File: src/rtl/alu_seq_if.sv
// Handshake and operand/result bundle between the decoder side and the sequential ALU.
// The master side drives the operands and accepts results; the slave side is the ALU itself.
interface alu_seq_if #(
  parameter int WIDTH = 8
);
  logic             in_valid;
  logic             in_ready;
  logic [WIDTH-1:0] A;
  logic [WIDTH-1:0] B;
  logic [7:0]       Selector;
  logic             out_valid;
  logic             out_ready;
  logic [WIDTH-1:0] X;
  logic [WIDTH-1:0] X_hi;
  logic [7:0]       Flags;

  modport master (
    output in_valid, A, B, Selector, out_ready,
    input  in_ready, out_valid, X, X_hi, Flags
  );

  modport slave (
    input  in_valid, A, B, Selector, out_ready,
    output in_ready, out_valid, X, X_hi, Flags
  );
endinterface

File: src/rtl/alu_seq.sv
// Sequential ALU: single-cycle arithmetic/logic/shift ops, iterative shift-add multiply
// and restoring divide, with valid/ready handshakes and registered results and flags.
module alu_seq #(
  parameter int WIDTH = 8,
  parameter int CNT_W = $clog2(WIDTH + 1)
) (
  input logic     clk,
  input logic     rst_n,
  alu_seq_if.slave bus
);
  localparam int MSB = WIDTH - 1;
  localparam logic [7:0] OP_ADD  = 8'h01;
  localparam logic [7:0] OP_SUB  = 8'h02;
  localparam logic [7:0] OP_MUL  = 8'h03;
  localparam logic [7:0] OP_AND  = 8'h04;
  localparam logic [7:0] OP_OR   = 8'h05;
  localparam logic [7:0] OP_XOR  = 8'h06;
  localparam logic [7:0] OP_NOT  = 8'h07;
  localparam logic [7:0] OP_NAND = 8'h08;
  localparam logic [7:0] OP_NOR  = 8'h09;
  localparam logic [7:0] OP_XNOR = 8'h0A;
  localparam logic [7:0] OP_DIV  = 8'h0B;
  localparam logic [7:0] OP_SHL  = 8'h0C;
  localparam logic [7:0] OP_SHR  = 8'h0D;

  typedef enum logic [1:0] {IDLE = 2'd0, CALC = 2'd1, DONE = 2'd2} state_t;

  function automatic logic parity8(input logic [7:0] v);
    parity8 = ~^v;
  endfunction

  function automatic logic [7:0] pack_flags(input logic zf, input logic cf, input logic sf,
                                            input logic pf, input logic of_f, input logic de);
    pack_flags = {de, of_f, 2'b00, pf, sf, cf, zf};
  endfunction

  state_t           state_q;
  logic [CNT_W-1:0] cnt_q;
  logic [7:0]       op_q;
  logic [WIDTH-1:0] opb_q, acc_hi_q, acc_lo_q;
  logic [WIDTH-1:0] x_q, x_hi_q;
  logic [7:0]       flags_q;
  logic             in_ready_q, out_valid_q;

  logic [CNT_W-1:0] amt_s;
  logic [WIDTH:0]   arith_s, shl_s, shr_s;
  logic [WIDTH-1:0] sc_x_d, sc_hi_d;
  logic [7:0]       sc_flags_d;
  logic             sc_cf_s, sc_of_s, sc_def_s;

  logic [WIDTH:0]   mul_sum_s, div_sh_s;
  logic [WIDTH-1:0] div_diff_s;
  logic             div_ge_s;
  logic [WIDTH-1:0] step_hi_d, step_lo_d;
  logic [7:0]       step_flags_d;

  assign amt_s         = bus.B[CNT_W-1:0];
  assign bus.in_ready  = in_ready_q;
  assign bus.out_valid = out_valid_q;
  assign bus.X         = x_q;
  assign bus.X_hi      = x_hi_q;
  assign bus.Flags     = flags_q;

  // Single-cycle result and flags computed from the live operands at accept time.
  always_comb begin
    arith_s  = '0;
    shl_s    = '0;
    shr_s    = '0;
    sc_x_d   = '0;
    sc_hi_d  = '0;
    sc_cf_s  = 1'b0;
    sc_of_s  = 1'b0;
    sc_def_s = 1'b1;
    case (bus.Selector)
      OP_ADD: begin
        arith_s = {1'b0, bus.A} + {1'b0, bus.B};
        sc_x_d  = arith_s[MSB:0];
        sc_cf_s = arith_s[WIDTH];
        sc_of_s = (bus.A[MSB] == bus.B[MSB]) && (sc_x_d[MSB] != bus.A[MSB]);
      end
      OP_SUB: begin
        arith_s = {1'b0, bus.A} - {1'b0, bus.B};
        sc_x_d  = arith_s[MSB:0];
        sc_cf_s = arith_s[WIDTH];
        sc_of_s = (bus.A[MSB] != bus.B[MSB]) && (sc_x_d[MSB] != bus.A[MSB]);
      end
      OP_AND:  sc_x_d = bus.A & bus.B;
      OP_OR:   sc_x_d = bus.A | bus.B;
      OP_XOR:  sc_x_d = bus.A ^ bus.B;
      OP_NOT:  sc_x_d = ~bus.A;
      OP_NAND: sc_x_d = ~(bus.A & bus.B);
      OP_NOR:  sc_x_d = ~(bus.A | bus.B);
      OP_XNOR: sc_x_d = ~(bus.A ^ bus.B);
      // The extra bit beside the operand catches the last bit shifted out.
      OP_SHL: begin
        shl_s   = {1'b0, bus.A} << amt_s;
        sc_x_d  = shl_s[MSB:0];
        sc_cf_s = shl_s[WIDTH];
      end
      OP_SHR: begin
        shr_s   = {bus.A, 1'b0} >> amt_s;
        sc_x_d  = shr_s[WIDTH:1];
        sc_cf_s = shr_s[0];
      end
      OP_DIV: begin
        sc_x_d  = '1;
        sc_hi_d = bus.A;
      end
      default: sc_def_s = 1'b0;
    endcase
    if (bus.Selector == OP_DIV) begin
      sc_flags_d = pack_flags(1'b0, 1'b0, 1'b0, 1'b0, 1'b0, 1'b1);
    end else if (sc_def_s) begin
      sc_flags_d = pack_flags(sc_x_d == '0, sc_cf_s, sc_x_d[MSB], parity8(sc_x_d[7:0]),
                              sc_of_s, 1'b0);
    end else begin
      sc_flags_d = 8'h00;
    end
  end

  // One multiply (shift-add) or divide (restore-subtract) iteration plus final flags.
  always_comb begin
    mul_sum_s  = {1'b0, acc_hi_q} + (acc_lo_q[0] ? {1'b0, opb_q} : {(WIDTH+1){1'b0}});
    div_sh_s   = {acc_hi_q, acc_lo_q[MSB]};
    div_ge_s   = (div_sh_s >= {1'b0, opb_q});
    div_diff_s = div_sh_s[MSB:0] - opb_q;
    if (op_q == OP_MUL) begin
      step_hi_d    = mul_sum_s[WIDTH:1];
      step_lo_d    = {mul_sum_s[0], acc_lo_q[MSB:1]};
      step_flags_d = pack_flags((step_hi_d == '0) && (step_lo_d == '0), step_hi_d != '0,
                                step_lo_d[MSB], parity8(step_lo_d[7:0]), step_hi_d != '0, 1'b0);
    end else begin
      step_hi_d    = div_ge_s ? div_diff_s : div_sh_s[MSB:0];
      step_lo_d    = {acc_lo_q[MSB-1:0], div_ge_s};
      step_flags_d = pack_flags(step_lo_d == '0, 1'b0, step_lo_d[MSB],
                                parity8(step_lo_d[7:0]), 1'b0, 1'b0);
    end
  end

  // Control FSM with registered handshake outputs, results and iteration state.
  always_ff @(posedge clk or negedge rst_n) begin
    if (!rst_n) begin
      state_q     <= IDLE;
      cnt_q       <= '0;
      op_q        <= 8'h00;
      opb_q       <= '0;
      acc_hi_q    <= '0;
      acc_lo_q    <= '0;
      x_q         <= '0;
      x_hi_q      <= '0;
      flags_q     <= 8'h00;
      in_ready_q  <= 1'b1;
      out_valid_q <= 1'b0;
    end else begin
      case (state_q)
        IDLE: begin
          if (bus.in_valid) begin
            op_q       <= bus.Selector;
            opb_q      <= bus.B;
            acc_lo_q   <= bus.A;
            acc_hi_q   <= '0;
            in_ready_q <= 1'b0;
            if ((bus.Selector == OP_MUL) || ((bus.Selector == OP_DIV) && (bus.B != '0))) begin
              cnt_q   <= CNT_W'(WIDTH);
              state_q <= CALC;
            end else begin
              x_q         <= sc_x_d;
              x_hi_q      <= sc_hi_d;
              flags_q     <= sc_flags_d;
              out_valid_q <= 1'b1;
              state_q     <= DONE;
            end
          end
        end
        CALC: begin
          acc_hi_q <= step_hi_d;
          acc_lo_q <= step_lo_d;
          cnt_q    <= cnt_q - CNT_W'(1);
          if (cnt_q == CNT_W'(1)) begin
            x_q         <= step_lo_d;
            x_hi_q      <= step_hi_d;
            flags_q     <= step_flags_d;
            out_valid_q <= 1'b1;
            state_q     <= DONE;
          end
        end
        DONE: begin
          if (bus.out_ready) begin
            out_valid_q <= 1'b0;
            in_ready_q  <= 1'b1;
            state_q     <= IDLE;
          end
        end
        default: begin
          out_valid_q <= 1'b0;
          in_ready_q  <= 1'b1;
          state_q     <= IDLE;
        end
      endcase
    end
  end
endmodule

File: src/flat_wrapper.sv
// flat-port wrapper written by rule: the top's interface ports become plain ports
module alu_seq_flat 
#(
  parameter int WIDTH = 8,
  parameter int CNT_W = $clog2(WIDTH + 1)
)
  (clk, rst_n, bus_in_valid, bus_A, bus_B, bus_Selector, bus_out_ready, bus_in_ready, bus_out_valid, bus_X, bus_X_hi, bus_Flags);
  alu_seq_if #(.WIDTH(WIDTH)) bus_i ();
  input logic clk;
  input logic rst_n;
  input wire logic [$bits(bus_i.in_valid)-1:0] bus_in_valid;
  input wire logic [$bits(bus_i.A)-1:0] bus_A;
  input wire logic [$bits(bus_i.B)-1:0] bus_B;
  input wire logic [$bits(bus_i.Selector)-1:0] bus_Selector;
  input wire logic [$bits(bus_i.out_ready)-1:0] bus_out_ready;
  output wire logic [$bits(bus_i.in_ready)-1:0] bus_in_ready;
  output wire logic [$bits(bus_i.out_valid)-1:0] bus_out_valid;
  output wire logic [$bits(bus_i.X)-1:0] bus_X;
  output wire logic [$bits(bus_i.X_hi)-1:0] bus_X_hi;
  output wire logic [$bits(bus_i.Flags)-1:0] bus_Flags;
  assign bus_i.in_valid = bus_in_valid;
  assign bus_i.A = bus_A;
  assign bus_i.B = bus_B;
  assign bus_i.Selector = bus_Selector;
  assign bus_i.out_ready = bus_out_ready;
  assign bus_in_ready = bus_i.in_ready;
  assign bus_out_valid = bus_i.out_valid;
  assign bus_X = bus_i.X;
  assign bus_X_hi = bus_i.X_hi;
  assign bus_Flags = bus_i.Flags;
  alu_seq #(.WIDTH(WIDTH), .CNT_W(CNT_W)) u_core (.clk(clk), .rst_n(rst_n), .bus(bus_i));
endmodule
File: config.mk
export PLATFORM = sky130hd
export DESIGN_NAME = alu_seq_flat
export DESIGN_NICKNAME = d
export VERILOG_FILES = /design/src/rtl/alu_seq_if.sv /design/src/rtl/alu_seq.sv /design/src/flat_wrapper.sv
export SDC_FILE = /design/constraint.sdc
export NUM_CORES = 1
export LEC_CHECK = 0
export ABC_AREA = 1
export BUFFER_PORTS_ARGS = -buffer_cell sky130_fd_sc_hd__buf_4
export CORE_MARGIN = 4
export CORE_UTILIZATION = 50
export DETAILED_ROUTE_END_ITERATION = 8
export PLACE_DENSITY_LB_ADDON = 0.25
export SYNTH_ARGS = -nofsm -noshare
export SYNTH_HDL_FRONTEND = slang
export SYNTH_SLANG_ARGS = --single-unit
File: constraint.sdc
create_clock -name clk -period 2.7 [get_ports clk]
set_input_delay 0.54 -clock clk [delete_from_list [all_inputs] [get_ports clk]]
set_output_delay 0.54 -clock clk [all_outputs]
set_load 0.02 [all_outputs]
### Word-level counts from Yosys, hierarchy flattened

Index checks and enable logic that the tools add are counted.

* equality and inequality tests: 26
* $lt $le $gt $ge: 1
* mux-type cells: 44
* reduce and logical (&&, ||, !) cells: 24
* shift operators: 2
* add/subtract/negate cells: 5
* bitwise operators: 8

Operators by type and width (number)
* 2-to-1 mux 8 bit: 17
* case mux 8 bit (12 select lines): 1
* case mux 8 bit (2 select lines): 5
* equality test 8 x 4 -> 1 bit, second input constant: 6
* equality test 8 x 3 -> 1 bit, second input constant: 4
* zero test 8 bit: 4
* NOT 8 bit: 4
* equality test 8 x 2 -> 1 bit, second input constant: 3
* XNOR reduction 8 bit: 3
* nonzero test 8 bit: 2
* 2-to-1 mux 7 bit: 2
* OR reduction 12 bit: 1
* adder 8 x 8 -> 9 bit: 1
* adder 8 x 9 -> 9 bit: 1
* greater-or-equal comparator 9 x 8 -> 1 bit: 1
* AND reduction 3 bit: 3
* left shift 8 x 4 -> 9 bit: 1
* right shift 9 x 4 -> 9 bit: 1
* subtractor 8 x 8 -> 9 bit: 1
* bitwise AND 8 bit: 1
* equality test 8 x 1 -> 1 bit, second input constant: 1
* 2-to-1 mux 2 bit: 4
* 2-to-1 mux 4 bit: 2
* bitwise OR 8 bit: 1
* other kinds (23): 40

* flip-flop bits (word level): 64
* logic and storage cells: 121
* input port bits: 28
* output and inout port bits: 26

### Longest topological paths before layout

Gate-level depths: netlist (run 1).

* word-level depth: 9
* depth in mapped cells: 21
* gate-level depth less buffers: 19

### Least setup slack after synthesis (run 1)

OpenSTA, ideal clock, no wires.

* path type: input -> register
* start: in bus_B[1]
* end: reg u_core.flags_q[3], in the netlist u_core.bus.Flags[3]
* data required time: 2.581 ns
* slack: -0.248 ns
* cell stages on the path: 19
* path buffers: 2
* data arrival time: 2.829 ns
* path through: buf_4 clkinv_1 buf_2 fa_1 inv_1 nand3_1 nand3_1 nand2_1 nand3_1 nand2_1 a21oi_1 nand2_1 inv_1 ha_1 xnor2_1 xnor2_1 nand2_1 nand3_1 o21a_1

* longest elaborated chain between the ends: 9
* elaborated cells on any way between the ends: 22
* classes of those cells: add/sub (2); eq/ne (1); shift (2); mux (6); bitwise (6); reduce/logical (5)

Ends and longest elaborated chain
* from (decl): line flat_wrapper.sv:13 `input wire logic [$bits(bus_i.B)-1:0] bus_B;`
* parallel branches: the longest is 9 deep, another holds subtractor 8 x 8 -> 9 bit
* to (signal assigned): line alu_seq.sv:169 `flags_q <= sc_flags_d;`
* to (signal assigned): line alu_seq.sv:182 `flags_q <= step_flags_d;`
* to (decl): line alu_seq.sv:42 `logic [7:0] flags_q;`

Several ways; the timed one is not identified. The select of a mux whose other input is x is not followed.
A chain may end at the register's enable or synchronous reset.

### Worst setup path in the final report (run 1)

* start: reg u_core.acc_hi_q[3]
* end: reg u_core.flags_q[3], in the netlist u_core.bus.Flags[3]

* longest elaborated chain between the ends: 5

Ends and longest elaborated chain
* from (decl): line alu_seq.sv:40 `logic [WIDTH-1:0] opb_q, acc_hi_q, acc_lo_q;`
* from (signal assigned): line alu_seq.sv:176 `acc_hi_q <= step_hi_d;`
* greater-or-equal comparator 9 x 8 -> 1 bit: line alu_seq.sv:125 `div_ge_s = (div_sh_s >= {1'b0, opb_q});`
* XNOR reduction 8 bit: line alu_seq.sv:29 `parity8 = ~^v;`
* 2-to-1 mux 7 bit: line alu_seq.sv:127 `if (op_q == OP_MUL) begin`
* 2-to-1 mux 8 bit: line alu_seq.sv:179 `if (cnt_q == CNT_W'(1)) begin`
* case mux 8 bit (2 select lines): line alu_seq.sv:155 `case (state_q)`

Every way passes these cells. The select of a mux whose other input is x is not followed.

==> run metrics, run 1 <==
outcome=completed; # diodes=0; Critical-path top delay cell=dfrtp_1; Worst Hold Class=in2async; delay of the slowest critical-path stage=about 410 ps; final WL=21.9 mm; met2 routed WL=roughly 10 mm; post-synthesis sequential area ratio=0.232; Rel. slew slack=0.474; Final Critical Period=roughly 2600 ps; Num CTS Buffers=9; total grt overflow=0; total clock sinks=62; Syn Area/Cell=~6.2 µm²; startpoint types=flip-flop; All-Layer GR Usage=0.298; Post-synth EDFFs=0; met3 WL=about 1.4 mm; Initial Util=0.508; Worst-path clk slew=~60 ps; synth unique cells=between 50 and 60; Pwr Total=between 8 and 9 mW; die area=~0.015 mm²; CP Class=reg2reg; IO Pins=54; Synth Warn #=0; Nets=~1300; final standard cell area without fillers=around 0.0086 mm²; # setup viols final=0; WHS=285 ps; Site Rows=42; vias in the first global route=around 7100; crit path cell chain=ha_1 -> nand2_1 -> nor3_1 -> nand3_1 -> nand4_2 -> inv_2 -> ha_1 -> xor2_2 -> xnor2_1 -> o21ai_0 -> nand2_1 -> nand3_1 -> o21a_1; Final Max Tran Viols=0; setup bufs post-CTS=0; first-pass GRT wire length=around 35 mm; Max VDD drop=0.461 mV; asr flop ratio synth=1.00; antenna violations before repair=0; CP Max Fanout=5; CTS tree=done; max cap viols=0; most frequent cells in the layout=nand2_1, buf_4, inv_1, nand3_1, nor2_1; setup_tns=0 ps; Syn Inst Count=approximately 1100; highest routed layer=met4; die width=124 µm; critical path endpoint category=flip-flop; commonest non-fill, non-tap cell in the layout=nand2_1; CP Launch Point=u_core.acc_hi_q[3]; die height=between 100 and 150 µm; R2R Path End=u_core.bus.Flags[3]; LEAKAGE=between 4 and 5 nW; Least-Margin Pin Slew=between 700 and 800 ps; Core ar.=~0.013 mm²; Post-Place Cell Area=roughly 0.0082 mm²; Final Skew=6.82 ps; GP Congestion=roughly 1.0; Final Hold Fails=0; worst r2r path cells=13; iteration-0 DRC count of the detailed router=between 600 and 700; H-Tree Depth=3; pin count of the biggest net entering global routing=63; CP required=2980 ps; drt drc=0; via count=~7500; Area growth, synth to finish=27.8%; CTS Buffer Depth=2; worst path bufs/invs=1; WP data arrival=just under 3000 ps; Wirelength per Cell=15.4 µm; ys flop type=dfrtp_1; Root Driver=clkbuf_16; DRT Pass-1 Iters=6; ANT nets after route=0; pwr/cell area=between 900 and 1000 mW/mm²; synthesized area=roughly 0.0067 mm²; routed vias/inst=approximately 5.3; Final Cycle Share=0.969; layout cells sized above 1=0.202; Reg2Reg Setup Slack=approximately 83 ps; Buffers on Ports=a little over 50; post-DP HPWL=about 18 mm; unrepaired setup endpoints after global routing=yes; clk_lat worst skew=between 300 and 400 ps; synthesized flop and latch total=62; FMAX=~380 MHz; worst r2r src=u_core.acc_hi_q[3]; WL met1=approximately 9.3 mm; CP top delay family=adder cells
-- flip-flops by register name, summed over array words and instances (netlist names) --
signal,cells
u_core.acc_lo_q,8
u_core.state_q,2
u_core.op_q,8
u_core.bus.X_hi,8
u_core.acc_hi_q,8
u_core.bus.out_valid,1
u_core.bus.Flags,6
u_core.cnt_q,4
u_core.bus.in_ready,1
u_core.opb_q,8
u_core.bus.X,8
-- routing by layer --
| layer | vias up | global-route usage |
|---|---|---|
| met5 | - | 0 |
| met4 | 0 | 0.113 |
| met3 | 49 | 0.0350 |
| met2 | 315 | 0.504 |
| met1 | 3362 | 0.390 |
| li1 | 3786 | - |
-- metrics by stage --
step / setup WS [ps] / instances / util
floorplan: -24.3 / 1081 / -
detailed placement: -176 / 1410 / 0.621
global placement: -155 / 1410 / 0.621
finish: 82.9 / 1426 / 0.649
CTS: 73.0 / 1426 / 0.646
global route: -37.0 / 1426 / 0.649
-- how the worst max path moves through the flow --
stage               slack [ps]  cells past startpoint                  end
detailed placement        -180                     19  u_core.bus.Flags[3]
finish                      80                     13  u_core.bus.Flags[3]
global route               -40                     13  u_core.bus.Flags[3]
floorplan                  -20                     21  u_core.bus.Flags[3]
CTS                         70                     13  u_core.bus.Flags[3]
global placement          -150                     18  u_core.bus.Flags[3]
-- timing repair --
item,4_1_cts,5_1_grt
gates resized for setup,0,8
endpoints found under the setup margin,0,4
hold buffers,0,0
-- report_power, final --
part,leakage (nW),total (mW),internal (mW),switching [mW]
clock network,0.161,1.27,0.820,0.448
registers,0.761,1.71,1.40,0.311
logic,3.86,5.27,2.10,3.17
-- area by class of cell --
cell class	count	area [µm²]
inverter	161	618
fill	1231	4620
clock buffer	9	225
sequential	62	1550
tap	176	220
timing repair buffer	187	1430
multi-input combinational	824	4420
clock inverter	7	104
-- cell families (layout without fill, tap and decap cells) --
family                     Yosys count  count (layout)  share of synthesized area
and+or+nand+nor                    596             596                      0.384
adders and majority gates           58              58                      0.113
AOI/OAI and AO/OA                  150             150                      0.127
DFF                                 62              62                      0.232
xor gates and xnor gates            18              18                     0.0235
other                                1               2                   0.000559
buffers and inverters              195             364                      0.120
-- cell usage after synthesis, types with 2 or more instances --
cell type / number / share of area
a21boi_0: 4 / 0.0045
a21boi_1: 8 / 0.0090
a21oi_1: 54 / 0.040
a21oi_2: 2 / 0.0026
a22oi_1: 6 / 0.0067
and2_1: 3 / 0.0028
buf_2: 10 / 0.0075
buf_4: 5 / 0.0056
buf_6: 5 / 0.0084
clkbuf_1: 13 / 0.0073
clkinv_1: 3 / 0.0017
dfrtp_1: 61 / 0.23
fa_1: 4 / 0.012
ha_1: 54 / 0.10
inv_1: 150 / 0.084
inv_2: 7 / 0.0039
nand2_1: 336 / 0.19
nand2_2: 3 / 0.0028
nand3_1: 97 / 0.072
nand3_2: 5 / 0.0075
nand3b_1: 2 / 0.0022
nand4_1: 21 / 0.020
nor2_1: 96 / 0.054
nor2_2: 5 / 0.0047
nor2_4: 3 / 0.0050
nor3_1: 14 / 0.010
o211ai_1: 5 / 0.0056
o21a_1: 4 / 0.0045
o21ai_0: 51 / 0.038
o21ai_1: 5 / 0.0037
o22ai_1: 6 / 0.0056
or2_2: 2 / 0.0019
xnor2_1: 9 / 0.012
xor2_1: 9 / 0.012
Note: power is estimated with default switching activity, not from simulation.
==> run 2: changes to the inputs <==
Clock period 2.7 ns to 2.6 ns, I/O delays scaled along.
==> run metrics, run 2 (same netlist as run 1, synthesis figures left out) <==
Net Switching=4.16 mW (+5.7%); setup_tns=0 ps (unchanged); All-Layer GR Usage=0.298 (about the same); iteration-0 DRC count of the detailed router=893 (+29%); Core ar.=0.0132 mm² (unchanged); post-DP HPWL=17.9 mm (+1.0%); Nets=1363 (+2.4%); total clock sinks=62 (unchanged); CP most frequent cell=nand2_1; Util after Layout=0.684 (+0.0347); Final Skew=7.02 ps (+0.200 ps); Final Hold Fails=0 (unchanged); startpoint types=input pin; Final Critical Period=between 2000 and 3000 ps; Wirelength per Cell=15.6 µm (+1.6%); H-Tree Depth=3 (unchanged); CTS tree=done; Area growth, synth to finish=34.6%; clk_lat worst skew=330 ps (about the same); critical path endpoint category=flip-flop; area occupied by multi-input gates=0.00460 mm² (+4.1%); WP data arrival=2780 ps (-120 ps); antenna violations before repair=0 (unchanged); Fill cells=1180 (-4.1%); worst r2r path cells=13 (unchanged); CP Max Fanout=3 (-2); FMAX=between 300 and 400 MHz; Final Max Tran Viols=0 (unchanged); Initial Util=0.508 (unchanged); # diodes=0 (unchanged); die area=0.0153 mm² (unchanged); Least-Margin Pin Slew=797 ps (+7.82 ps); final standard cell area without fillers=0.00902 mm² (+5.3%); Rel. slew slack=0.469 (-0.00521); Reg2Reg Setup Slack=160 ps (+80 ps); Seq. cell area=0.00155 mm² (about the same); # setup viols final=0 (unchanged); Root Driver=clkbuf_16; die height=124 µm (unchanged); Hold-fix buffers, CTS=0 (unchanged); Num CTS Buffers=9 (unchanged); drt drc=0 (unchanged); routed vias/inst=5.34 (+1.4%); IO Pins=54 (unchanged); Max VDD drop=0.463 mV (+0.40%); dpl cells=1437 (+1.9%); CTS Buffer Depth=2 (unchanged); Reg power frac=0.199 (-0.008); pin count of the biggest net entering global routing=63 (unchanged); ANT nets after route=0 (unchanged); layout cells sized above 1=0.250 (+0.0488); most frequent cells in the layout=nand2_1, buf_4, inv_1, nand3_1, nor2_1; GP Congestion=0.995 (-0.11%); first-pass GRT wire length=35.7 mm (+0.53%); LEAKAGE=4.97 nW (+4.1%); P_int=4.68 mW (+8.4%); Worst-path clk slew=50 ps (about the same); Final Cycle Share=0.968; final WL=22.7 mm (+3.9%); die width=124 µm (unchanged); vias in the first global route=7190 (+1.4%); Post-Place Cell Area=0.00839 mm² (+2.5%); crit path cell chain=buf_6 -> ha_4 -> inv_2 -> fa_2 -> inv_2 -> nand4_1 -> nand3_1 -> nand2_1 -> nand3_1 -> nand2_1 -> nor2_1 -> nand2_1 -> inv_2 -> ha_4 -> xnor2_2 -> xnor2_1 -> nand2_1 -> nand3_1 -> o21a_1; pwr/cell area=980 mW/mm² (+1.7%); total grt overflow=0 (unchanged); non-filler cells, final=1458 (+2.2%); Site Rows=42 (unchanged); DRT Pass-1 Iters=5 (-1); Buffers on Ports=51 (unchanged); max cap viols=0 (unchanged); worst path bufs/invs=4 (+3); R2R Path End=u_core.bus.Flags[3]; sw frac=0.470 (-0.00625); CP required=2870 ps (-110 ps); Critical-path top delay cell=fa_2; CP top delay family=simple AND/OR/NAND/NOR gates; via count=7788 (+3.7%); WHS=250 ps (-35.1 ps); commonest non-fill, non-tap cell in the layout=nand2_1; delay of the slowest critical-path stage=410 ps (about the same); outcome=completed; CP Class=in2reg; worst r2r src=u_core.acc_hi_q[4]; combinational share of power=0.651 (+0.012); Worst Hold Class=in2async; Clock power frac=0.151 (-0.003)
[run 2: changes by cell type in the layout (fill, tap and decap cells not counted), sizes merged]
cell / delta
buf: +32
clkbuf: +3
clkinv: -2
clkinvlp: +1
inv: -2
[run 2: per-stage QoR]
step | setup slack (ps) | power, mW
after floorplan | -104 | 5.44
after global placement | -235 | 7.12
after detailed placement | -279 | 7.19
after CTS | 10.8 | 8.59
after global routing | -47.5 | 9.58
final | 83.0 | 8.84
[run 2: area by class of cell]
class / count / area share
clock buffer: 12 / 0.0284
clock inverter: 4 / 0.00860
inverter: 161 / 0.0692
multi-input combinational: 824 / 0.510
sequential: 62 / 0.172
tap: 176 / 0.0244
timing repair buffer: 219 / 0.187
[run 2: timing repair]
action / CTS / global route
gates resized for setup: 0 / 65
buffers inserted: 0 / 6
endpoints found under the setup margin: 0 / 4
[run 2: how the worst max path moves through the flow]
stage,start,to,slack (ps),cells after the start
2_1_floorplan,bus_B[2],u_core.bus.Flags[3],-100,21
3_3_place_gp,bus_A[3],u_core.bus.Flags[3],-240,17
3_5_place_dp,bus_A[3],u_core.bus.Flags[3],-280,17
4_1_cts,u_core.opb_q[0],u_core.bus.Flags[6],10,12
5_1_grt,bus_A[0],u_core.bus.Flags[3],-50,19
6_report,bus_A[0],u_core.bus.Flags[3],80,19
[run 2: power groups by stage]
stage / Clock, mW / Sequential (mW) / Combinational [mW]
6_report: 1.33 / 1.76 / 5.75
2_1_floorplan: 0 / 1.91 / 3.54
4_1_cts: 1.33 / 1.74 / 5.52
3_3_place_gp: 0 / 1.74 / 5.38
5_1_grt: 1.38 / 1.80 / 6.40
3_5_place_dp: 0 / 1.75 / 5.44
[run 2: metal layers]
layer,vias to the layer above,wire [µm],global-route usage,part of all wire
li1,3851,-,-,-
met1,3568,9610,0.390,0.42
met2,314,11100,0.515,0.49
met3,55,1330,0.0313,0.059
met4,0,733,0.0955,0.032
met5,-,0,0,0
==> run 3: changes to the inputs <==
Settings changed: CTS_BUF_LIST from default to sky130_fd_sc_hd__clkbuf_16.
==> run metrics, run 3 (same netlist as run 1, synthesis figures left out) <==
outcome=completed; Nets=1363 (unchanged); max cap viols=0 (unchanged); Site Rows=42 (unchanged); final WL=22.7 mm (-0.35%); WP data arrival=2780 ps (about the same); first-pass GRT wire length=35.4 mm (-0.75%); IO Pins=54 (unchanged); pwr/cell area=973 mW/mm² (-0.62%); total grt overflow=0 (unchanged); Final Cycle Share=0.966 (-0.00252); Worst-path clk slew=50 ps (about the same); # setup viols final=0 (unchanged); total clock sinks=62 (unchanged); Pwr Total=8.76 mW (-0.84%); die width=124 µm (unchanged); CP most frequent cell=nand2_1; commonest non-fill, non-tap cell in the layout=nand2_1; Root Driver=clkbuf_16; GP Congestion=0.995 (unchanged); Num CTS Buffers=9 (unchanged); Net Switching=4.15 mW (-0.28%); Clock power frac=0.145 (-0.006); CTS tree=done; crit path cell chain=buf_6 -> ha_4 -> inv_2 -> fa_2 -> inv_2 -> nand4_1 -> nand3_1 -> nand2_1 -> nand3_1 -> nand2_1 -> nor2_1 -> nand2_1 -> inv_2 -> ha_4 -> xnor2_2 -> xnor2_1 -> nand2_1 -> nand3_1 -> o21a_1; Area growth, synth to finish=34.3%; post-DP HPWL=17.9 mm (unchanged); area occupied by multi-input gates=0.00460 mm² (unchanged); Final Max Tran Viols=0 (unchanged); via count=7771 (-0.22%); startpoint types=input pin; Final Critical Period=2510 ps (-6.54 ps); Seq. cell area=0.00155 mm² (unchanged); layout cells sized above 1=0.249 (-0.00156); H-Tree Depth=3 (unchanged); combinational share of power=0.655 (+0.004); most frequent cells in the layout=nand2_1, buf_4, inv_1, nand3_1, nor2_1; Core ar.=0.0132 mm² (unchanged); ANT nets after route=0 (unchanged); CP required=2870 ps (about the same); vias in the first global route=7139 (-0.71%); # diodes=0 (unchanged); pin count of the biggest net entering global routing=63 (unchanged); Util after Layout=0.683 (-0.00152); Fill cells=1186 (+0.51%); critical path endpoint category=flip-flop; Final Skew=6.33 ps (-0.686 ps); delay of the slowest critical-path stage=410 ps (about the same); antenna violations before repair=0 (unchanged); All-Layer GR Usage=0.296 (-0.00211); Rel. slew slack=0.482 (+0.0131); FMAX=398 MHz (+0.26%); Buffers on Ports=51 (unchanged); Least-Margin Pin Slew=777 ps (-19.6 ps); CP top delay family=simple AND/OR/NAND/NOR gates; Reg power frac=0.200 (about the same); routed vias/inst=5.33 (-0.22%); sw frac=0.473 (+0.00267); die area=0.0153 mm² (unchanged); Max VDD drop=0.454 mV (-1.9%); CP Max Fanout=3 (unchanged); Critical-path top delay cell=fa_2; LEAKAGE=4.97 nW (-0.14%); Hold-fix buffers, CTS=0 (unchanged); DRT Pass-1 Iters=8 (+3); CP Class=in2reg; clk_lat worst skew=330 ps (about the same); iteration-0 DRC count of the detailed router=801 (-10%); die height=124 µm (unchanged); Worst Hold Class=in2async; Wirelength per Cell=15.5 µm (-0.35%); drt drc=0 (unchanged); P_int=4.62 mW (-1.3%); worst path bufs/invs=4 (unchanged); Initial Util=0.508 (unchanged); CTS Buffer Depth=2 (unchanged); Final Hold Fails=0 (unchanged)
-- run 3: changes by cell type in the layout (fill, tap and decap cells not counted) --
| cell | delta |
|---|---|
| clkbuf_1 | -1 |
| clkinv_1 | +2 |
| clkbuf_8 | -2 |
| inv_1 | +1 |
-- run 3: worst paths after layout --
path | slack [ps] | cells past startpoint | from | end
worst max-delay path | 90 | 19 | bus_A[0] | u_core.bus.Flags[3]
worst min-delay path | 280 | 1 | rst_n | u_core.op_q[6]
worst max register to register | 170 | 12 | u_core.opb_q[0] | u_core.bus.Flags[6]
worst min register to register | 480 | 2 | u_core.op_q[7] | u_core.op_q[7]
max in group asynchronous | 1780 | 1 | rst_n | u_core.opb_q[1]
min in group clk | 410 | 3 | bus_Selector[4] | u_core.op_q[4]
-- run 3: timing repair --
item                                    CTS  global route
setup buffers                             0             6
endpoints found under the setup margin    0             4
resized for setup                         0            65
-- run 3: cell type report --
class | instances | share of cell area
multi-input cells | 824 | 0.511
well taps | 176 | 0.0245
clock buffers | 9 | 0.0250
flip-flops and latches | 62 | 0.173
repair buffers | 219 | 0.188
inverters | 161 | 0.0693
clock inverters | 7 | 0.00987
-- run 3: per-stage QoR --
step	instance area (µm²)	std cells	setup TNS (ps)	setup WS [ps]	hold WS, ps
2_1_floorplan	6770	1081	-104	-104	224
3_3_place_gp	8390	1437	-357	-235	463
3_5_place_dp	8390	1437	-490	-279	469
4_1_cts	8700	1453	0	8.98	307
5_1_grt	9000	1458	-47.6	-47.6	349
6_report	9000	1458	0	89.6	278
-- run 3: per-layer routing --
| layer | vias to the layer above | track usage | part of all wire |
|---|---|---|---|
| met5 | - | 0 | 0 |
| met4 | 0 | 0.0976 | 0.033 |
| met3 | 58 | 0.0318 | 0.056 |
| met2 | 280 | 0.511 | 0.48 |
| met1 | 3586 | 0.387 | 0.43 |
| li1 | 3847 | - | - |
-- run 3: power groups by stage --
stage                     combinational (mW)  sequential (mW)  clock (mW)
after floorplan                         3.54             1.91           0
after global placement                  5.38             1.74           0
after detailed placement                5.44             1.75           0
after CTS                               5.51             1.74        1.27
after global routing                    6.38             1.80        1.32
final                                   5.74             1.76        1.27
